$ cat src/rtl/johnson_decoder.sv
// Purpose: decode a sampled Johnson code to a binary index, check its sequence, track sync state and errors.
// Latency: one cycle; outputs reflect the sample taken on the clk edge where sample_en=1.
// Backpressure: none; sample_en gates sampling, and q_in is ignored on cycles where it is 0.
module johnson_decoder #(
  parameter int N    = 4,
  parameter int IDXW = 3,
  parameter int ERRW = 8
) (
  input  logic            clk,
  input  logic            reset,
  input  logic            sample_en,
  input  logic [N-1:0]    q_in,
  output logic [IDXW-1:0] idx,
  output logic            idx_valid,
  output logic            illegal,
  output logic            step_err,
  output logic            locked,
  output logic [ERRW-1:0] err_count
);

  localparam logic [1:0] ST_HUNT   = 2'd0;
  localparam logic [1:0] ST_ARMED  = 2'd1;
  localparam logic [1:0] ST_LOCKED = 2'd2;

  localparam logic [IDXW-1:0] LAST_IDX = IDXW'(2*N-1);
  localparam logic [ERRW-1:0] ERR_MAX  = '1;

  logic [1:0]      state, nxt_state;
  logic [IDXW-1:0] prev, nxt_prev, nxt_idx, succ, k;
  logic            legal, vld_n, ill_n, serr_n;

  // Code k has ones in the low k bits for k<N, and ones from bit k-N upward for k>=N.
  function automatic logic [N-1:0] code_of(input int j);
    logic [N-1:0] c;
    for (int i = 0; i < N; i++) begin
      if (j < N) c[i] = (i < j);
      else       c[i] = (i >= j - N);
    end
    return c;
  endfunction

  // Combinational decode: match the input against each of the 2N legal codes.
  always_comb begin
    legal = 1'b0;
    k     = '0;
    for (int j = 0; j < 2*N; j++) begin
      if (q_in == code_of(j)) begin
        legal = 1'b1;
        k     = IDXW'(j);
      end
    end
  end

  assign succ = (prev == LAST_IDX) ? '0 : prev + IDXW'(1);

  // Next-state logic for the sync FSM, index and pulses; only a sampled cycle may change anything.
  always_comb begin
    nxt_state = state;
    nxt_prev  = prev;
    nxt_idx   = idx;
    vld_n     = 1'b0;
    ill_n     = 1'b0;
    serr_n    = 1'b0;
    if (sample_en) begin
      if (legal) begin
        nxt_idx  = k;
        vld_n    = 1'b1;
        nxt_prev = k;
        case (state)
          ST_HUNT:  nxt_state = ST_ARMED;
          ST_ARMED: if (k == succ) nxt_state = ST_LOCKED;
          ST_LOCKED: begin
            // A repeat is a stalled counter, not a violation.
            if (k != succ && k != prev) begin
              serr_n    = 1'b1;
              nxt_state = ST_ARMED;
            end
          end
          default:  nxt_state = ST_HUNT;
        endcase
      end else begin
        ill_n     = 1'b1;
        nxt_state = ST_HUNT;
      end
    end
  end

  // Register state, decoded index, status pulses and the saturating error count.
  always_ff @(posedge clk or posedge reset) begin
    if (reset) begin
      state     <= ST_HUNT;
      prev      <= '0;
      idx       <= '0;
      idx_valid <= 1'b0;
      illegal   <= 1'b0;
      step_err  <= 1'b0;
      locked    <= 1'b0;
      err_count <= '0;
    end else begin
      state     <= nxt_state;
      prev      <= nxt_prev;
      idx       <= nxt_idx;
      idx_valid <= vld_n;
      illegal   <= ill_n;
      step_err  <= serr_n;
      locked    <= (nxt_state == ST_LOCKED);
      // illegal and step_err are mutually exclusive, so at most one increment per cycle.
      if ((ill_n || serr_n) && err_count != ERR_MAX)
        err_count <= err_count + ERRW'(1);
    end
  end

endmodule

$ cat config.mk
export PLATFORM = sky130hd
export DESIGN_NAME = johnson_decoder
export DESIGN_NICKNAME = d
export VERILOG_FILES = /design/src/rtl/johnson_decoder.sv
export SDC_FILE = /design/constraint.sdc
export NUM_CORES = 1
export LEC_CHECK = 0
export BUFFER_PORTS_ARGS = -buffer_cell sky130_fd_sc_hd__buf_2
export CAP_MARGIN = 20
export CORE_MARGIN = 2
export CORE_UTILIZATION = 54
export DETAILED_ROUTE_END_ITERATION = 16
export PLACE_DENSITY = 0.78
export SYNTH_ARGS = -nofsm -noshare
export SYNTH_HDL_FRONTEND = slang
export SYNTH_SLANG_ARGS = --single-unit
$ cat constraint.sdc
create_clock -name clk -period 2.7 [get_ports clk]
set_input_delay 0.135 -clock clk [delete_from_list [all_inputs] [get_ports clk]]
set_output_delay 0.135 -clock clk [all_outputs]
set_load 0.005 [all_outputs]
* Word-level counts from Yosys, hierarchy flattened
Index checks and enable logic that the tools add are counted.
W data, S select, Z words.
** Storage, ports and cells
- Output and inout bits :: 15
- Input bits :: 7
- Register bits :: 17
- Logic and storage cells :: 59
** Operators by class
- Muxes and demuxes :: 29
- Reductions and logical operators :: 6
- $add $sub $neg :: 2
- Equality and inequality tests :: 15
** Operators by type and width (number)
- $mux W3 :: 7
- $mux W1 :: 17
- $eq A4 B4 Y1 const B :: 4
- $add A8 B1 Y8 const B :: 1
- $mux W2 :: 4
- $ne A8 B8 Y1 const B :: 1
- $ne A3 B3 Y1 :: 2
- $pmux W2 S3 :: 1
- $eq A2 B2 Y1 const B :: 2
- $eq A4 B1 Y1 const B :: 1
- $eq A4 B2 Y1 const B :: 1
- $eq A4 B3 Y1 const B :: 1
- $logic_not A4 Y1 :: 1
- $add A3 B1 Y3 const B :: 1
- $eq A3 B3 Y1 :: 1
- $eq A3 B3 Y1 const B :: 1
- $eq A2 B1 Y1 const B :: 1
- $logic_and A1 B1 Y1 :: 2
- $logic_not A2 Y1 :: 1
- $reduce_and A2 Y1 :: 1
- $logic_or A1 B1 Y1 :: 1

* Depth between registers and ports, before layout
- Depth after elaboration :: 16
- Mapped depth :: 8
- Depth with buffers taken out :: 8

* Least setup slack after synthesis
OpenSTA, ideal clock, no wires.
- Kind :: reg2reg
- Start point :: reg prev[0]
- End point :: reg err_count[7]
- Data arrival time :: 2.308 ns
- Setup time :: 0.125 ns
- Cell stages (with the launch flop) :: 8
- Clock period less this slack :: 2.433 ns
- Setup slack :: 0.267 ns
- Required time :: 2.575 ns
- Cell sequence :: dfrtp_1 -> ha_1 -> ha_1 -> a211o_1 -> a311oi_1 -> a2111oi_4 -> o2111ai_2 -> mux2_4
** Between the ends
- Word-level cells in the longest chain between the ends :: 10
- Elaborated cells between the ends (all ways) :: 12
** RTL lines
- start, declared :: line 29 : logic [IDXW-1:0] prev, nxt_prev, nxt_idx, succ, k;
- start signal, assigned :: line 101 : prev <= nxt_prev;
- $add A3 B1 Y3 / $eq A3 B3 Y1 (equally long branches) :: line 54 : assign succ = (prev == LAST_IDX) ? '0 : prev + IDXW'(1);
- $mux W3 :: line 54
- $ne A3 B3 Y1 :: line 74 : if (k != succ && k != prev) begin
- $logic_and A1 B1 Y1 * :: line 74
- $mux W1 * :: line 74
- $mux W1 * :: line 69 : case (state)
- $mux W1 * :: line 65 : if (legal) begin
- $mux W1 * :: line 64 : if (sample_en) begin
- named net serr_n :: line 30 : logic legal, vld_n, ill_n, serr_n;
- $logic_or A1 B1 Y1 * :: line 108 : if ((ill_n || serr_n) && err_count != ERR_MAX)
- $logic_and A1 B1 Y1 * :: line 108
- end signal, assigned :: line 109 : err_count <= err_count + ERRW'(1);
- end, declared :: line 18 : output logic [ERRW-1:0] err_count
The timed path passes the listed nets; every way through them passes the cells marked *.
A chain may end at the register's enable or synchronous reset.

* Worst setup path in the final report
- Start point :: reg prev[1]
- End point :: reg err_count[7]
The elaborated chain is that of the path after synthesis.

==> metrics.md <==
| Metric | Value |
|---|---|
| Status | finished, final reports clean |
| Slowest CP cell | a2111oi_4 |
| FF/Latch Area | 425 sq um |
| Final Skew | just under 10 ps |
| Global route overflow | 0 |
| CTS sink cnt | 17 |
| H-tree depth | 1 |
| Critical Path Sink Type | flip-flop |
| Distinct cells, synth | 50 |
| Maximum number of pins on one net before global-route repair | 18 |
| Final ANT Viol Nets | 0 |
| P per Cell Area | ~600 nW/um^2 |
| Hold Fails Final Rpt | 0 |
| First-pass GRT wire length | 4220 um |
| Reg clk slew, reported paths | 90 ps |
| Global-route usage over all layers | 0.219 |
| Largest cells by area after synthesis | dfrtp_1, mux2_2, ha_1, mux2_1, a2111oi_4 |
| Top_reg_cell synth | dfrtp_1 |
| Die outline area | 2570 sq um |
| Pleak | 0.000622 uW |
| Worst hold path class | in2reg |
| Critical path's largest stage delay | 450 ps |
| Initial DRC Count | 14 |
| Critical path, cell by cell | ha_1, and3b_1, o211ai_1, a311oi_1, buf_4, a2111oi_4, o2111ai_2, mux2_4 |
| # rows | 16 |
| Gpl congestion | 0.827 |
| Worst ir drop on vdd | 0.648 mV |
| Clock Tree Buf Depth | 2 |
| YS warnings | 0 |
| Final wirelength | 2360 um |
| Synthesized flop and latch total | 17 |
| Crit share post-route | 0.915 |
| Startpoint types | flip-flop |
| CORE AREA | 2000 sq um |
| Syn avg cell area | 10.2 sq um |
| Endpoints failing setup | 0 |
| Fill cells | 168 |
| EDFF count, synth | 0 |
| Arrival time of the worst setup path | 2660 ps |
| Die height | approximately 50 um |
| Register-to-register setup slack | 230 ps |
| Routed WL per cell | 14.4 um |
| Vias in the first global route | 1003 |
| Synth Instances | about 120 |
| Syn_nets | 125 |
| Tightest Pin Transition | 636 ps |
| Fraction of registers with async set/reset | 1.00 |
| Area of the multi-input gates | 692 sq um |
| Register area share after synthesis | 0.361 |
| Post-synth top area share | 0.361 |
| Root Buffer | clkbuf_4 |
| Area grow syn2layout | 12.2% |
| Number of inserted diodes | 0 |
| Kind of critical path | reg2reg |
| Initial core utilization | 0.589 |
| CTS tree | yes |
| CP required | 2890 ps |
| TritonCTS buffer count | 3 |
| Fin crit period | roughly 2500 ps |
| DR pass1 iterations | 4 |
| Worst skew pair latency | between 200 and 300 ps |
| Final Slew Violations | 0 |
| Max Cap Viol | 0 |
| Setup_tns | 0 ps |
| Share of cells above drive strength 1 | 0.314 |
| Ports | 22 |
| Peak Freq | 405 MHz |
| Most common cell after layout, fill and taps aside | buf_2 |
| Initial antenna violation count | 0 |
| Total Power Consumption | 800 uW |
| Drt via density | 5.84 |
| Post-route design area | 1320 sq um |
| Synthesized area | ~1200 sq um |
| Yosys top cell by area | dfrtp_1 |
| Cell Count, Final, Fillers Out | 164 |
| Finished Core Util | 0.661 |
| Post-placement cell area | about 1300 sq um |
| # nets final | 148 |
| Placed cell count | about 160 |
| Remaining DRCs | 0 |
| Setup bufs post-CTS | 0 |
| Crit path max fanout | 8 |
| RSZ-0062 raised after global routing | no |
| Vias | 958 |
| Post-DP HPWL | 1810 um |
| Relative slew slack | 0.575 |
| Commonest cells after routing, fill and taps aside | buf_2, dfrtp_1, nand2_1 |
| I/O Buffers | 21 |
| DIE WIDTH | around 51 um |
==> kinds of logic after synthesis <==
kind of cell    count (synthesis)  share of synthesized area
compound gates                 33                      0.217
xor+xnor                        4                     0.0297
fa+ha+maj                       3                     0.0319
buf+inv                        10                     0.0520
flops                          17                      0.361
mux                            11                      0.116
simple gates                   37                      0.193
==> critical path: cells and delay by family (launching register included) <==
family / cells / cell delay (ps)
AO/OA/AOI/OAI: 4 / 890
flip-flops: 1 / 430
adder cells (fa/ha/maj): 1 / 370
multiplexers: 1 / 320
AND/OR/NAND/NOR: 1 / 190
buffers and inverters: 1 / 160
==> cells in the mapped netlist (3+ instances only) <==
cell type and count:
a21oi_1 4, and3_1 4, dfrtp_1 17, ha_1 3, inv_1 4, mux2_1 3
mux2_2 4, nand2_1 7, nand2b_1 4, nor2_1 3, o21ai_0 3, o21ai_1 4
o22ai_1 4, xnor2_1 3
==> stage by stage <==
step                      setup slack [ps]  hold slack [ps]
after floorplan                        267             61.1
after global placement                 213              239
after detailed placement               144              257
after CTS                              126              148
after global routing                  85.5              183
final                                  229              153
==> layout make-up <==
cell class / count / share of cell area
multi-input cells: 88 / 0.523
flip-flops and latches: 17 / 0.322
repair buffers: 24 / 0.0984
well taps: 27 / 0.0255
clock buffers: 4 / 0.0199
inverters: 4 / 0.0114
==> flip-flops by register name, indices dropped and copies added, names as in the netlist <==
| signal | flops |
|---|---|
| step_err | 1 |
| locked | 1 |
| illegal | 1 |
| state | 2 |
| prev | 3 |
| idx_valid | 1 |
| err_count | 8 |
==> path summary, 6_finish.rpt <==
kind,startpoint,end,depth (start not counted)
worst max-delay path,prev[1]$_DFFE_PP0P_,err_count[7]$_DFFE_PP0P_,8
min in group asynchronous,reset,err_count[3]$_DFFE_PP0P_,3
worst max register to register,prev[1]$_DFFE_PP0P_,err_count[7]$_DFFE_PP0P_,8
worst min-delay path,sample_en,prev[0]$_DFFE_PP0P_,2
worst min register to register,state[0]$_DFF_PP0_,state[0]$_DFF_PP0_,1
max in group asynchronous,reset,err_count[0]$_DFFE_PP0P_,3
==> metal layers <==
layer / vias up / track usage / wire length (um) / part of all wire
met1: 456 / 0.274 / 1090 / 0.46
li1: 475 / - / - / -
met4: 0 / 0.0631 / 29 / 0.012
met3: 5 / 0.0625 / 100 / 0.042
met2: 22 / 0.366 / 1140 / 0.48
met5: - / 0 / 0 / 0
==> where the power goes <==
part	total, uW	internal [uW]	switching [uW]	leakage, uW
Clock	132	57.5	74.7	0.0000150
Sequential	371	312	59.0	0.000219
Combinational	296	150	146	0.000388
Total	800	520	280	0.000622
==> timing repair <==
| action | CTS | global route |
|---|---|---|
| resized for setup | 0 | 0 |
| hold endpoints to repair | 17 | 0 |
| setup endpoints to repair | 0 | 5 |
| hold buffers | 1 | 0 |
No activity file was read; power rests on OpenSTA's default activity.
